### config.mk
export PLATFORM = sky130hd
export DESIGN_NAME = mips_controller_flat
export DESIGN_NICKNAME = d
export VERILOG_FILES = /design/src/rtl/mips_controller_pkg.sv /design/src/rtl/mips_controller_if.sv /design/src/rtl/mips_controller_alu_decoder.sv /design/src/rtl/mips_controller.sv /design/src/flat_wrapper.sv
export SDC_FILE = /design/constraint.sdc
export NUM_CORES = 1
export LEC_CHECK = 0
export BUFFER_PORTS_ARGS = -buffer_cell sky130_fd_sc_hd__buf_2
export CORE_MARGIN = 2
export CORE_UTILIZATION = 30
export DETAILED_ROUTE_END_ITERATION = 10
export SYNTH_ARGS = -nofsm -noshare
export SYNTH_HDL_FRONTEND = slang
export SYNTH_SLANG_ARGS = --single-unit
### constraint.sdc
create_clock -name clk -period 5.6 [get_ports clk]
set_input_delay 1.68 -clock clk [delete_from_list [all_inputs] [get_ports clk]]
set_output_delay 1.68 -clock clk [all_outputs]
set_load 0.05 [all_outputs]
### src/rtl/mips_controller_pkg.sv
// Shared encodings for the multicycle MIPS controller and its datapath:
// state codes, opcode/funct constants, ALU control codes and the control word.
package mips_controller_pkg;

    localparam int unsigned STATE_W = 4;
    localparam int unsigned OP_W    = 6;
    localparam int unsigned FUNCT_W = 6;
    localparam int unsigned ALUC_W  = 3;
    localparam int unsigned IRW_W   = 4;

    typedef enum logic [STATE_W-1:0] {
        st_fetch1  = 4'd0,
        st_fetch2  = 4'd1,
        st_fetch3  = 4'd2,
        st_fetch4  = 4'd3,
        st_decode  = 4'd4,
        st_memadr  = 4'd5,
        st_lbrd    = 4'd6,
        st_lbwr    = 4'd7,
        st_sbwr    = 4'd8,
        st_rtypeex = 4'd9,
        st_rtypewr = 4'd10,
        st_beqex   = 4'd11,
        st_jex     = 4'd12,
        st_addiex  = 4'd13,
        st_addiwr  = 4'd14
    } state_t;

    typedef enum logic [1:0] {
        aluop_add   = 2'b00,
        aluop_sub   = 2'b01,
        aluop_funct = 2'b10
    } aluop_t;

    localparam logic [OP_W-1:0] op_rtype = 6'b000000;
    localparam logic [OP_W-1:0] op_j     = 6'b000010;
    localparam logic [OP_W-1:0] op_beq   = 6'b000100;
    localparam logic [OP_W-1:0] op_addi  = 6'b001000;
    localparam logic [OP_W-1:0] op_lb    = 6'b100000;
    localparam logic [OP_W-1:0] op_sb    = 6'b101000;

    localparam logic [FUNCT_W-1:0] funct_add = 6'b100000;
    localparam logic [FUNCT_W-1:0] funct_sub = 6'b100010;
    localparam logic [FUNCT_W-1:0] funct_and = 6'b100100;
    localparam logic [FUNCT_W-1:0] funct_or  = 6'b100101;
    localparam logic [FUNCT_W-1:0] funct_slt = 6'b101010;

    localparam logic [ALUC_W-1:0] aluc_and = 3'b000;
    localparam logic [ALUC_W-1:0] aluc_or  = 3'b001;
    localparam logic [ALUC_W-1:0] aluc_add = 3'b010;
    localparam logic [ALUC_W-1:0] aluc_sub = 3'b110;
    localparam logic [ALUC_W-1:0] aluc_slt = 3'b111;

    typedef struct packed {
        logic             memread;
        logic             memwrite;
        logic             alusrca;
        logic             memtoreg;
        logic             iord;
        logic             regdst;
        logic             regwrite;
        logic             pcwrite;
        logic             pcwritecond;
        logic [1:0]       pcsrc;
        logic [1:0]       alusrcb;
        logic [IRW_W-1:0] irwrite;
        aluop_t           aluop;
    } ctrl_t;

endpackage

### src/rtl/mips_controller_if.sv
// Controller <-> datapath bundle: instruction fields and flags in, control strobes out.
interface mips_controller_if;
    import mips_controller_pkg::*;

    logic [OP_W-1:0]    op;
    logic [FUNCT_W-1:0] funct;
    logic               zero;
    logic               memread;
    logic               memwrite;
    logic               alusrca;
    logic               memtoreg;
    logic               iord;
    logic               regdst;
    logic               regwrite;
    logic               pcen;
    logic [1:0]         pcsrc;
    logic [1:0]         alusrcb;
    logic [IRW_W-1:0]   irwrite;
    logic [ALUC_W-1:0]  alucontrol;
    logic [STATE_W-1:0] state;

    modport master (
        input  op, funct, zero,
        output memread, memwrite, alusrca, memtoreg, iord, regdst, regwrite,
               pcen, pcsrc, alusrcb, irwrite, alucontrol, state
    );

    modport slave (
        output op, funct, zero,
        input  memread, memwrite, alusrca, memtoreg, iord, regdst, regwrite,
               pcen, pcsrc, alusrcb, irwrite, alucontrol, state
    );
endinterface

### src/rtl/mips_controller_alu_decoder.sv
// ALU decoder: maps aluop and the R-type funct field to the ALU control code.
module alu_decoder
    import mips_controller_pkg::*;
(
    input  aluop_t             aluop,
    input  logic [FUNCT_W-1:0] funct,
    output logic [ALUC_W-1:0]  alucontrol
);

    always_comb begin
        alucontrol = aluc_add;
        case (aluop)
            aluop_sub: alucontrol = aluc_sub;
            aluop_funct: begin
                case (funct)
                    funct_sub: alucontrol = aluc_sub;
                    funct_and: alucontrol = aluc_and;
                    funct_or:  alucontrol = aluc_or;
                    funct_slt: alucontrol = aluc_slt;
                    default:   alucontrol = aluc_add;
                endcase
            end
            default: alucontrol = aluc_add;
        endcase
    end

endmodule

### src/rtl/mips_controller.sv
// Multicycle MIPS controller: Moore FSM over a byte-wide instruction fetch,
// outputs decoded straight from the state register so reset acts without a clock.
module mips_controller
    import mips_controller_pkg::*;
(
    input  logic               clk,
    input  logic               reset,
    mips_controller_if.master  bus
);

    state_t state_q;
    state_t state_d;
    ctrl_t  ctrl;

    always_ff @(posedge clk or negedge reset) begin
        if (!reset) state_q <= st_fetch1;
        else        state_q <= state_d;
    end

    // Next state and per-state control word; anything not set stays 0.
    always_comb begin
        ctrl    = '0;
        state_d = st_fetch1;
        case (state_q)
            st_fetch1, st_fetch2, st_fetch3, st_fetch4: begin
                ctrl.memread = 1'b1;
                ctrl.alusrcb = 2'b01;
                ctrl.pcwrite = 1'b1;
                case (state_q)
                    st_fetch1: begin ctrl.irwrite = 4'b0001; state_d = st_fetch2; end
                    st_fetch2: begin ctrl.irwrite = 4'b0010; state_d = st_fetch3; end
                    st_fetch3: begin ctrl.irwrite = 4'b0100; state_d = st_fetch4; end
                    default:   begin ctrl.irwrite = 4'b1000; state_d = st_decode; end
                endcase
            end
            st_decode: begin
                ctrl.alusrcb = 2'b11;
                case (bus.op)
                    op_lb, op_sb: state_d = st_memadr;
                    op_rtype:     state_d = st_rtypeex;
                    op_beq:       state_d = st_beqex;
                    op_j:         state_d = st_jex;
                    op_addi:      state_d = st_addiex;
                    default:      state_d = st_fetch1;
                endcase
            end
            st_memadr: begin
                ctrl.alusrca = 1'b1;
                ctrl.alusrcb = 2'b10;
                state_d      = (bus.op == op_lb) ? st_lbrd : st_sbwr;
            end
            st_lbrd: begin
                ctrl.memread = 1'b1;
                ctrl.iord    = 1'b1;
                state_d      = st_lbwr;
            end
            st_lbwr: begin
                ctrl.regwrite = 1'b1;
                ctrl.memtoreg = 1'b1;
            end
            st_sbwr: begin
                ctrl.memwrite = 1'b1;
                ctrl.iord     = 1'b1;
            end
            st_rtypeex: begin
                ctrl.alusrca = 1'b1;
                ctrl.aluop   = aluop_funct;
                state_d      = st_rtypewr;
            end
            st_rtypewr: begin
                ctrl.regwrite = 1'b1;
                ctrl.regdst   = 1'b1;
            end
            st_beqex: begin
                ctrl.alusrca     = 1'b1;
                ctrl.aluop       = aluop_sub;
                ctrl.pcsrc       = 2'b01;
                ctrl.pcwritecond = 1'b1;
            end
            st_jex: begin
                ctrl.pcsrc   = 2'b10;
                ctrl.pcwrite = 1'b1;
            end
            st_addiex: begin
                ctrl.alusrca = 1'b1;
                ctrl.alusrcb = 2'b10;
                state_d      = st_addiwr;
            end
            st_addiwr: begin
                ctrl.regwrite = 1'b1;
            end
            default: state_d = st_fetch1;
        endcase
    end

    alu_decoder u_alu_decoder (
        .aluop      (ctrl.aluop),
        .funct      (bus.funct),
        .alucontrol (bus.alucontrol)
    );

    // Write strobes are gated by reset so nothing fires while it is held.
    assign bus.memread  = ctrl.memread  & reset;
    assign bus.memwrite = ctrl.memwrite & reset;
    assign bus.regwrite = ctrl.regwrite & reset;
    assign bus.irwrite  = ctrl.irwrite  & {IRW_W{reset}};
    assign bus.pcen     = reset & (ctrl.pcwrite | (ctrl.pcwritecond & bus.zero));
    assign bus.alusrca  = ctrl.alusrca;
    assign bus.memtoreg = ctrl.memtoreg;
    assign bus.iord     = ctrl.iord;
    assign bus.regdst   = ctrl.regdst;
    assign bus.pcsrc    = ctrl.pcsrc;
    assign bus.alusrcb  = ctrl.alusrcb;
    assign bus.state    = STATE_W'(state_q);

endmodule

### src/flat_wrapper.sv
// flat-port wrapper written by rule: the top's interface ports become plain ports
module mips_controller_flat import mips_controller_pkg::*;
  (clk, reset, bus_op, bus_funct, bus_zero, bus_memread, bus_memwrite, bus_alusrca, bus_memtoreg, bus_iord, bus_regdst, bus_regwrite, bus_pcen, bus_pcsrc, bus_alusrcb, bus_irwrite, bus_alucontrol, bus_state);
  mips_controller_if bus_i ();
  input  logic clk;
  input  logic reset;
  input wire logic [$bits(bus_i.op)-1:0] bus_op;
  input wire logic [$bits(bus_i.funct)-1:0] bus_funct;
  input wire logic [$bits(bus_i.zero)-1:0] bus_zero;
  output wire logic [$bits(bus_i.memread)-1:0] bus_memread;
  output wire logic [$bits(bus_i.memwrite)-1:0] bus_memwrite;
  output wire logic [$bits(bus_i.alusrca)-1:0] bus_alusrca;
  output wire logic [$bits(bus_i.memtoreg)-1:0] bus_memtoreg;
  output wire logic [$bits(bus_i.iord)-1:0] bus_iord;
  output wire logic [$bits(bus_i.regdst)-1:0] bus_regdst;
  output wire logic [$bits(bus_i.regwrite)-1:0] bus_regwrite;
  output wire logic [$bits(bus_i.pcen)-1:0] bus_pcen;
  output wire logic [$bits(bus_i.pcsrc)-1:0] bus_pcsrc;
  output wire logic [$bits(bus_i.alusrcb)-1:0] bus_alusrcb;
  output wire logic [$bits(bus_i.irwrite)-1:0] bus_irwrite;
  output wire logic [$bits(bus_i.alucontrol)-1:0] bus_alucontrol;
  output wire logic [$bits(bus_i.state)-1:0] bus_state;
  assign bus_i.op = bus_op;
  assign bus_i.funct = bus_funct;
  assign bus_i.zero = bus_zero;
  assign bus_memread = bus_i.memread;
  assign bus_memwrite = bus_i.memwrite;
  assign bus_alusrca = bus_i.alusrca;
  assign bus_memtoreg = bus_i.memtoreg;
  assign bus_iord = bus_i.iord;
  assign bus_regdst = bus_i.regdst;
  assign bus_regwrite = bus_i.regwrite;
  assign bus_pcen = bus_i.pcen;
  assign bus_pcsrc = bus_i.pcsrc;
  assign bus_alusrcb = bus_i.alusrcb;
  assign bus_irwrite = bus_i.irwrite;
  assign bus_alucontrol = bus_i.alucontrol;
  assign bus_state = bus_i.state;
  mips_controller u_core (.clk(clk), .reset(reset), .bus(bus_i));
endmodule
==> results.rst, run 1 <==
.. list-table::
   :header-rows: 1

   * - Metric
     - Value
   * - Area used by multi-input combinational logic
     - between 400 and 500 um^2
   * - Sequential cell area in the final layout
     - around 100 um^2
   * - All-Layer GR Usage
     - about 14%
   * - Number of setup buffers added after CTS
     - 0
   * - Number of placed instances with taps included
     - 142
   * - Min-delay worst type
     - reg -> reg
   * - Wire length reported by the detailed router
     - between 1500 and 2000 um
   * - Data required time at the worst endpoint
     - a little under 4 ns
   * - CP Max Fanout
     - 3
   * - Primary FF master, synth
     - dfrtp_1
   * - Die height
     - about 48 um
   * - Die span in x
     - between 40 and 50 um
   * - Number of port buffers
     - 37
   * - Unique masters post-synth
     - 30
   * - DRC
     - 0
   * - Global placer's final weighted congestion
     - roughly 0.74
   * - Total vias in the final route
     - 724
   * - Number of antenna violations at the first check in global routing
     - 0
   * - Area contributors post-synth
     - dfrtp_1 (17%), nor2_1 (9.0%), a21oi_1 (6.9%)
   * - Iteration count of the initial detailed-routing pass
     - 4
   * - Number of nets produced by synthesis
     - 101
   * - Via-to-Cell Ratio
     - approximately 5.0
   * - Pin count of the biggest net entering global routing
     - 17
   * - Type of destination of the critical path
     - primary output
   * - Number of violations reported at the end of detailed-routing iteration 0
     - 6
   * - Antenna viol nets, final
     - 0
   * - Dominant cell type by area after synthesis
     - dfrtp_1
   * - Crit Path Class
     - in -> out
   * - Pwr dens
     - 521 nW/um^2
   * - Critical path launch point type
     - primary input
   * - H-tree lvl count
     - 1
   * - Syn Area/Cell
     - between 6 and 7 um^2
   * - Final layout net count
     - around 140
   * - TritonCTS clock tree
     - yes
   * - Global-route wire length before repair
     - approximately 2300 um
   * - Outcome
     - completed
   * - Final-report max-slew violation count
     - 0
   * - Placed wire-length estimate after detailed placement
     - 1310 um
   * - Maximum capacitance violations
     - 0
   * - Initial standard-cell utilization of the core
     - about a third
   * - Number of enable flip-flop cells after synthesis
     - 0
   * - Total grt overflow
     - 0
   * - Fraction of the yosys area taken by sequential cells
     - 17.2%
   * - Max FFs per register
     - 4
   * - Final setup violation count
     - 0
   * - Normalized max-slew margin
     - slightly below 70%
   * - Clock slew at reported path FFs
     - ~0.040 ns
   * - Area inside the core boundary
     - ~1800 um^2
   * - Area growth from synthesis to layout
     - 37.6%
   * - Layout fillers
     - 208
   * - Ys async rst share
     - between 90% and 100%
   * - Worst clock skew on the final layout
     - 0.0110 ns
   * - Maximum frequency from static timing analysis
     - between 200 and 250 MHz
   * - Maximum clock insertion buffer count
     - 2
   * - Post-cts repair resize count
     - 0
   * - Final core utilization
     - between 40 and 50%
   * - Post-Layout Cell Count
     - about 150
   * - Static Leakage
     - approximately 0.0004 uW
   * - Warning count from the yosys run
     - 0
   * - Average wire per standard cell
     - roughly 11 um
   * - Unrepaired setup endpoints after global routing
     - no
   * - Number of sinks on the clock net
     - 4
   * - Gate count after technology mapping
     - between 80 and 90
   * - Setup TNS
     - 0 ns
   * - Tmin final
     - between 4 and 5 ns
   * - Layout cells sized above 1
     - 37.5%
   * - Worst Tran Pin Value
     - about 0.48 ns
   * - Worst skew pair latency
     - 0.25 ns
   * - Number of clock buffers inserted by TritonCTS
     - 3
   * - Cell area after technology mapping
     - between 500 and 600 um^2
   * - Number of rows created at floorplan
     - 15
   * - Number of top-level pins
     - 38
   * - Number of flip-flops and latches in the synthesized netlist
     - 4
   * - Count of final hold-check violations
     - 0
   * - Data arrival time at the worst-slack endpoint
     - 2.59 ns
   * - Count of inserted antenna diode cells
     - 0
   * - Portion of the clock cycle consumed by the worst path in the final layout
     - between 70% and 80%
   * - Root buffer cell
     - clkbuf_4
   * - Total Die Area
     - between 2000 and 2500 um^2
   * - Post-CTS Hold Fix Bufs
     - 0
   * - Portion of synthesized cell area occupied by the leading cell type
     - around 17%
   * - Maximum vdd ir drop
     - 0.277 mV
   * - Vias in the first global route
     - roughly 530
## synthesized netlist by cell type, drive strengths merged (2+ instances only)
| master | instances |
|---|---|
| a211o | 2 |
| a21oi | 9 |
| buf | 4 |
| dfrtp | 4 |
| ha | 2 |
| inv | 4 |
| nand2 | 6 |
| nand2b | 6 |
| nand3 | 5 |
| nand4 | 2 |
| nor2 | 14 |
| nor2b | 5 |
| nor3 | 3 |
| nor4 | 2 |
| o21ai | 3 |
## critical path, cell delays in order
cell	delay (ns)
buf_2	0.09
nor2b_1	0.18
nand3_1	0.13
a211o_1	0.30
buf_2	0.21
## area by class of cell
| class | instances | share of cell area [%] |
|---|---|---|
| inverters | 4 | 1.87 |
| flip-flops and latches | 4 | 12.5 |
| well taps | 25 | 3.90 |
| clock buffers | 3 | 2.81 |
| repair buffers | 37 | 23.1 |
| multi-input cells | 72 | 55.9 |
## stage by stage
| step | total power (uW) | instance area, um^2 | worst slack (ns) | hold WS (ns) |
|---|---|---|---|---|
| after detailed placement | 382 | 779 | 1.35 | 0.723 |
| final | 418 | 802 | 1.33 | 0.748 |
| after global placement | 382 | 779 | 1.37 | 0.729 |
| after CTS | 422 | 802 | 1.33 | 0.731 |
| after floorplan | 319 | 583 | 0.845 | 0.967 |
| after global routing | 449 | 802 | 1.27 | 0.784 |
## cell usage in the layout (no fill, tap or decap), types with 2 or more instances in the layout
cell type	count
clkbuf_4	3
nand3_1	5
nand2b_1	6
nor2_1	14
o21ai_0	3
a211o_1	2
nor3_1	3
nor2b_1	5
nand4_1	2
ha_1	2
a21oi_1	8
inv_1	4
buf_2	37
dfrtp_1	4
nand2_1	6
## where the power goes
group	internal [uW]	switching, uW	leakage, uW
Clock	24.1	13.8	0.0000138
Sequential	40.8	42.2	0.0000510
Combinational	80.0	217	0.000341
## kinds of logic (layout without fill, tap and decap cells)
family,after synthesis,in the layout,share of synthesized area (%)
xor gates and xnor gates,1,1,1.50
adders and majority gates,2,2,4.29
DFF,4,4,17.2
muxes,1,1,1.72
buffers and inverters,8,44,6.01
and+or+nand+nor,49,49,47.0
AOI/OAI and AO/OA,19,19,22.3
## layer usage
| layer | vias to the layer above | wire (um) | track usage (%) |
|---|---|---|---|
| met4 | 0 | 14 | 3.24 |
| met1 | 319 | 768 | 18.4 |
| met5 | - | 0 | 0 |
| met2 | 27 | 707 | 22.4 |
| met3 | 3 | 120 | 4.91 |
| li1 | 375 | - | - |
## path summary, 6_finish.rpt
check	start	to	slack, ns	depth (start not counted)
worst max-delay path	bus_funct[4]	bus_alucontrol[1]	1.33	5
worst min-delay path	u_core.bus.state[3]	u_core.bus.state[0]	0.75	1
worst max register to register	u_core.bus.state[0]	u_core.bus.state[3]	4.34	3
worst min register to register	u_core.bus.state[3]	u_core.bus.state[0]	0.75	1
max in group asynchronous	reset	u_core.bus.state[0]	4.19	1
min in group asynchronous	reset	u_core.bus.state[3]	1.25	1
Power figures use the tool's default switching activity.
==> run 2, diff against run 1 <==
--- a/config.mk
+++ b/config.mk
@@ -5,6 +5,7 @@
 export SDC_FILE = /design/constraint.sdc
 export NUM_CORES = 1
 export LEC_CHECK = 0
+export ABC_AREA = 1
 export BUFFER_PORTS_ARGS = -buffer_cell sky130_fd_sc_hd__buf_2
 export CORE_MARGIN = 2
 export CORE_UTILIZATION = 30
==> constraint.sdc (replaced) <==
create_clock -name clk -period 3.4 [get_ports clk]
set_input_delay 1.02 -clock clk [delete_from_list [all_inputs] [get_ports clk]]
set_output_delay 1.02 -clock clk [all_outputs]
set_load 0.05 [all_outputs]
==> results.rst, run 2 <==
.. list-table::
   :header-rows: 1

   * - Metric
     - Value
   * - Final core utilization
     - between 40 and 50%
   * - Outcome
     - completed
   * - Initial standard-cell utilization of the core
     - a little under a third
   * - Critical path's slowest cell
     - dfrtp_1
   * - Cell area after technology mapping
     - between 500 and 600 um^2
   * - Placed wire-length estimate after detailed placement
     - ~1400 um
   * - Unrepaired setup endpoints after global routing
     - no
   * - Average wire per standard cell
     - slightly above 9 um
   * - Maximum frequency from static timing analysis
     - roughly 350 MHz
   * - Number of violations reported at the end of detailed-routing iteration 0
     - 11
   * - DRC
     - 0
   * - Warning count from the yosys run
     - 0
   * - Area growth from synthesis to layout
     - 45.8%
   * - Via-to-Cell Ratio
     - ~4.5
   * - Number of top-level pins
     - 38
   * - Worst Tran Pin Value
     - 0.291 ns
   * - Final layout net count
     - between 150 and 200
   * - Number of antenna violations at the first check in global routing
     - 0
   * - Worst clock skew on the final layout
     - between 0.001 and 0.0015 ns
   * - Final setup violation count
     - 0
   * - All-Layer GR Usage
     - 15.7%
   * - Data required time at the worst endpoint
     - 2.38 ns
   * - Syn Area/Cell
     - around 5.2 um^2
   * - Portion of synthesized cell area occupied by the leading cell type
     - 18.7%
   * - CP Max Fanout
     - 6
   * - Area contributors post-synth
     - dfrtp_1 (19%), nor2_1 (18%), nand2_1 (17%)
   * - H-tree lvl count
     - 1
   * - Total vias in the final route
     - 760
   * - Antenna viol nets, final
     - 0
   * - Portion of the clock cycle consumed by the worst path in the final layout
     - 84.5%
   * - Max FFs per register
     - 4
   * - Number of enable flip-flop cells after synthesis
     - 0
   * - Normalized max-slew margin
     - between 80% and 90%
   * - Tmin final
     - roughly 2.9 ns
   * - Static Leakage
     - 0.000480 uW
   * - Vias in the first global route
     - between 600 and 700
   * - Leading cell types in the layout, fill and taps excluded
     - buf_2 (37), nor2_1 (25), nand2_1 (24), inv_1 (20), nand3_1 (9)
   * - Critical path launch point type
     - register
   * - Overall power
     - 639 uW
   * - Count of final hold-check violations
     - 0
   * - Ys async rst share
     - 100%
   * - Total grt overflow
     - 0
   * - Number of setup buffers added after CTS
     - 0
   * - Fraction of the yosys area taken by sequential cells
     - around a fifth
   * - Global placer's final weighted congestion
     - around 0.76
   * - Post-cts repair resize count
     - 0
   * - Layout cells sized above 1
     - a little under a third
   * - Die span in x
     - ~46 um
   * - Primary FF master, synth
     - dfrtp_1
   * - Number of port buffers
     - 37
   * - Maximum capacitance violations
     - 0
   * - Wire length reported by the detailed router
     - between 1500 and 2000 um
   * - Area inside the core boundary
     - around 1700 um^2
   * - Maximum vdd ir drop
     - approximately 0.28 mV
   * - Most common cell after layout, fill and taps aside
     - buf_2
   * - Clock slew at reported path FFs
     - around 0.040 ns
   * - Type of destination of the critical path
     - primary output
   * - Number of clock buffers inserted by TritonCTS
     - 3
   * - Maximum clock insertion buffer count
     - 2
   * - Largest stage delay, worst path
     - 0.43 ns
   * - TritonCTS clock tree
     - yes
   * - Root buffer cell
     - clkbuf_4
   * - Pin count of the biggest net entering global routing
     - 9
   * - Number of nets produced by synthesis
     - between 100 and 150
   * - Number of sinks on the clock net
     - 4
   * - Crit Path Class
     - reg -> out
   * - Gate count after technology mapping
     - ~100
   * - Cell Chain, Critical Path
     - inv_1 -> nand2_1 -> nor2_1 -> ha_1 -> nand3_1 -> o22ai_1 -> buf_2
   * - Iteration count of the initial detailed-routing pass
     - 4
   * - Data arrival time at the worst-slack endpoint
     - approximately 1.9 ns
   * - Worst skew pair latency
     - 0.23 ns
   * - Count of inserted antenna diode cells
     - 0
   * - Number of rows created at floorplan
     - 15
   * - Die height
     - ~46 um
   * - Min-delay worst type
     - in -> async
   * - Synth cell count leaders
     - nor2_1 (26), nand2_1 (24), inv_1 (20), nand3_1 (9), a21oi_1 (5)
   * - Total Die Area
     - between 2000 and 2500 um^2
   * - Pwr dens
     - 818 nW/um^2
   * - Dominant cell type by area after synthesis
     - dfrtp_1
   * - Global-route wire length before repair
     - approximately 2500 um
   * - Number of flip-flops and latches in the synthesized netlist
     - 4
   * - Post-CTS Hold Fix Bufs
     - 0
   * - Unique masters post-synth
     - 15
   * - Cell with the most instances after synthesis
     - nor2_1
   * - Final-report max-slew violation count
     - 0
   * - Setup TNS
     - 0 ns
-- run 2: changes by cell type in the layout (fill, tap and decap cells not counted), sizes merged, moves of 2 or more --
cell | before | now
a211o | 2 | 0
a21oi | 9 | 5
inv | 4 | 20
nand2 | 6 | 26
nand2b | 6 | 0
nand3 | 5 | 9
nor2 | 14 | 26
nor2b | 5 | 0
nor4 | 2 | 0
-- run 2: cell families after synthesis --
| kind of cell | after synthesis | synth area share, % |
|---|---|---|
| AND/OR/NAND/NOR | 65 | 50.0 |
| flip-flops | 4 | 18.7 |
| adder cells (fa/ha/maj) | 2 | 4.67 |
| AO/OA/AOI/OAI | 12 | 12.6 |
| buffers and inverters | 20 | 14.0 |
-- run 2: layout make-up --
cell class	instances	area (um^2)
timing repair buffer	37	185
multi-input combinational	79	367
inverter	20	75.1
fill	192	927
tap	25	31.3
clock buffer	3	22.5
sequential	4	100
-- run 2: critical path: cells and delay by family, from the launching register on --
kind	cells	cell delay (ns)
simple gates	3	0.45
fa+ha+maj	1	0.21
buf+inv	2	0.40
compound gates	1	0.13
flops	1	0.43
-- run 2: worst paths after layout --
| path | start | to | slack [ns] | cells after the start |
|---|---|---|---|---|
| max in group asynchronous | reset | u_core.bus.state[3] | 2.65 | 1 |
| min in group clk | u_core.bus.state[0] | u_core.bus.state[0] | 0.71 | 3 |
| worst min-delay path | reset | u_core.bus.state[1] | 0.61 | 1 |
| worst min register to register | u_core.bus.state[0] | u_core.bus.state[0] | 0.71 | 3 |
| worst max register to register | u_core.bus.state[1] | u_core.bus.state[2] | 2.14 | 7 |
| worst max-delay path | u_core.bus.state[1] | bus_alucontrol[0] | 0.53 | 7 |
-- run 2: stage by stage --
| stage | hold slack, ns | worst slack (ns) | std cells | cell area (um^2) |
|---|---|---|---|---|
| 2_1_floorplan | 0.724 | 0.00203 | 103 | 542 |
| 3_3_place_gp | 0.706 | 0.583 | 165 | 758 |
| 3_5_place_dp | 0.713 | 0.556 | 165 | 758 |
| 4_1_cts | 0.607 | 0.551 | 168 | 781 |
| 5_1_grt | 0.607 | 0.396 | 168 | 781 |
| 6_report | 0.607 | 0.529 | 168 | 781 |
-- run 2: report_power, final --
group	total, uW	internal [uW]	switching [uW]	leakage [uW]
clock	57.2	39.4	17.9	0.0000138
combinational	479	103	376	0.000415
sequential	103	67.8	35.2	0.0000511
-- run 2: per-layer routing --
metal,share of wire (%),global-route usage [%]
met5,0,0
met1,46,16.7
met2,47,30.6
met3,7.3,3.53
met4,0,4.00
==> run 3, diff against run 2 <==
--- a/config.mk
+++ b/config.mk
@@ -5,7 +5,7 @@
 export SDC_FILE = /design/constraint.sdc
 export NUM_CORES = 1
 export LEC_CHECK = 0
-export ABC_AREA = 1
+export ABC_AREA = 0
 export BUFFER_PORTS_ARGS = -buffer_cell sky130_fd_sc_hd__buf_2
 export CORE_MARGIN = 2
 export CORE_UTILIZATION = 30
==> constraint.sdc (replaced) <==
create_clock -name clk -period 2.7 [get_ports clk]
set_input_delay 0.81 -clock clk [delete_from_list [all_inputs] [get_ports clk]]
set_output_delay 0.81 -clock clk [all_outputs]
set_load 0.05 [all_outputs]
==> results.rst, run 3 (same netlist as run 1, synthesis figures left out) <==
.. list-table::
   :header-rows: 1

   * - Metric
     - Value
   * - Tmin final
     - 2.64 ns
   * - Maximum frequency from static timing analysis
     - around 380 MHz
   * - Crit Path Class
     - in -> out
   * - Count of inserted antenna diode cells
     - 0
   * - Number of antenna violations at the first check in global routing
     - 0
   * - Critical path launch point type
     - primary input
   * - Maximum vdd ir drop
     - between 0.4 and 0.5 mV
   * - Number of clock buffers inserted by TritonCTS
     - 3
   * - Final-report max-slew violation count
     - 0
   * - Global placer's final weighted congestion
     - 0.835
   * - Critical path's slowest cell
     - a211o_2
   * - Number of top-level pins
     - 38
   * - Post-placement cell area
     - ~840 um^2
   * - Min-delay worst type
     - in -> async
   * - Pin count of the biggest net entering global routing
     - 16
   * - TritonCTS clock tree
     - yes
   * - Post-CTS Hold Fix Bufs
     - 0
   * - Cell Chain, Critical Path
     - buf_2 -> nor2b_1 -> nand3_1 -> a211o_2 -> buf_2
   * - Portion of the clock cycle consumed by the worst path in the final layout
     - just under 100%
   * - Total vias in the final route
     - 748
   * - Total Die Area
     - approximately 2300 um^2
   * - Area growth from synthesis to layout
     - 55.6%
   * - Most common cell after layout, fill and taps aside
     - buf_2
   * - Placed wire-length estimate after detailed placement
     - roughly 1400 um
   * - Average wire per standard cell
     - ~11 um
   * - Leading cell types in the layout, fill and taps excluded
     - buf_2 (35), nor2_1 (13), a21oi_1 (7), buf_4 (7)
   * - Cell area after layout
     - 907 um^2
   * - Unrepaired setup endpoints after global routing
     - no
   * - Final hold slack
     - 0.482 ns
   * - Worst clock skew on the final layout
     - about 0.0079 ns
   * - Post-Layout Cell Count
     - about 150
   * - Worst path top cell family by delay
     - simple AND/OR/NAND/NOR gates
   * - Worst skew pair latency
     - 0.24 ns
   * - Count of final hold-check violations
     - 0
   * - Layout cells sized above 1
     - 50.4%
   * - Data required time at the worst endpoint
     - around 1.9 ns
   * - Final layout net count
     - between 100 and 150
   * - Iteration count of the initial detailed-routing pass
     - 4
   * - Number of rows created at floorplan
     - 15
   * - Largest stage delay, worst path
     - about 0.34 ns
   * - Outcome
     - completed
   * - Most frequent cell on the critical path
     - buf_2
   * - Final core utilization
     - between 50% and 60%
   * - Root buffer cell
     - clkbuf_4
   * - Static Leakage
     - ~0.00043 uW
   * - Clock slew at reported path FFs
     - approximately 0.040 ns
   * - Setup TNS
     - 0 ns
   * - Die span in x
     - just under 50 um
   * - DRC
     - 0
   * - Die height
     - between 40 and 50 um
   * - All-Layer GR Usage
     - around 16%
   * - Initial standard-cell utilization of the core
     - 32.7%
   * - Maximum clock insertion buffer count
     - 2
   * - Number of placed instances with taps included
     - ~150
   * - Normalized max-slew margin
     - between 70 and 80%
   * - Data arrival time at the worst-slack endpoint
     - between 1.5 and 2 ns
   * - Total grt overflow
     - 0
   * - H-tree lvl count
     - 1
   * - CP Max Fanout
     - 3
   * - Number of violations reported at the end of detailed-routing iteration 0
     - 18
   * - Antenna viol nets, final
     - 0
   * - Area inside the core boundary
     - ~1800 um^2
   * - Pwr dens
     - around 1100 nW/um^2
   * - Wire length reported by the detailed router
     - around 1700 um
   * - Via-to-Cell Ratio
     - 4.92
   * - Final setup violation count
     - 0
   * - Worst path bufs/invs
     - 2
   * - Vias in the first global route
     - 594
   * - Worst Tran Pin Value
     - between 0.3 and 0.4 ns
   * - Global-route wire length before repair
     - approximately 2600 um
   * - Maximum capacitance violations
     - 0
   * - Type of destination of the critical path
     - primary output
   * - Max FFs per register
     - 4
   * - Number of sinks on the clock net
     - 4
   * - Number of port buffers
     - 37
==> run 3: cell count changes in the layout (fill, tap and decap cells not counted), sizes merged, moves of 2 or more <==
cell    previous run  this run
nor2              26        14
a211o              0         2
nor2b              0         5
a21oi              5         9
nand2b             0         6
buf               37        44
nand3              9         5
nand2             26         6
nor4               0         2
inv               20         3
==> run 3: layer usage <==
metal | track usage [%] | vias up | share of wire [%]
met2 | 25.6 | 29 | 45
met4 | 4.86 | 0 | 0
met1 | 22.1 | 330 | 49
met5 | 0 | - | 0
met3 | 4.53 | 0 | 5.3
li1 | - | 389 | -
==> run 3: worst register-to-register path, cell delays in order (launching register included) <==
cell	delay, ns
dfrtp_2	0.45
buf_4	0.19
nor3_1	0.29
o2111ai_1	0.16
nand3_1	0.11
==> run 3: per-stage QoR <==
stage,setup WS (ns),power (uW)
4_1_cts,-0.00551,928
3_3_place_gp,0.137,840
3_5_place_dp,0.101,843
2_1_floorplan,0.0197,675
5_1_grt,0.0140,1030
6_report,0.0565,960
==> run 3: repair_timing <==
item | 4_1_cts | 5_1_grt
endpoints found under the hold margin | 0 | 0
setup buffers | 0 | 2
endpoints found under the setup margin | 2 | 3
resized for setup | 3 | 7
==> run 3: power by group <==
part	leakage (uW)	internal [uW]	switching, uW	total [uW]
registers	0.0000458	90.5	33.7	124
clock network	0.0000138	50.0	28.7	78.7
logic	0.000372	226	531	757
==> run 3: final timing paths <==
kind / startpoint / end / slack [ns] / cells after the start
min in group clk: u_core.bus.state[0] / u_core.bus.state[0] / 0.61 / 2
worst min register to register: u_core.bus.state[0] / u_core.bus.state[0] / 0.61 / 2
max in group asynchronous: reset / u_core.bus.state[0] / 2.08 / 2
worst max-delay path: bus_funct[4] / bus_alucontrol[1] / 0.06 / 5
worst min-delay path: reset / u_core.bus.state[1] / 0.48 / 2
worst max register to register: u_core.bus.state[1] / u_core.bus.state[3] / 1.44 / 4
==> run 3: layout make-up <==
class / count / area (um^2)
multi-input cells: 72 / 479
repair buffers: 44 / 250
flip-flops and latches: 4 / 105
fillers: 194 / 876
inverters: 4 / 18.8
clock buffers: 3 / 22.5
well taps: 25 / 31.3
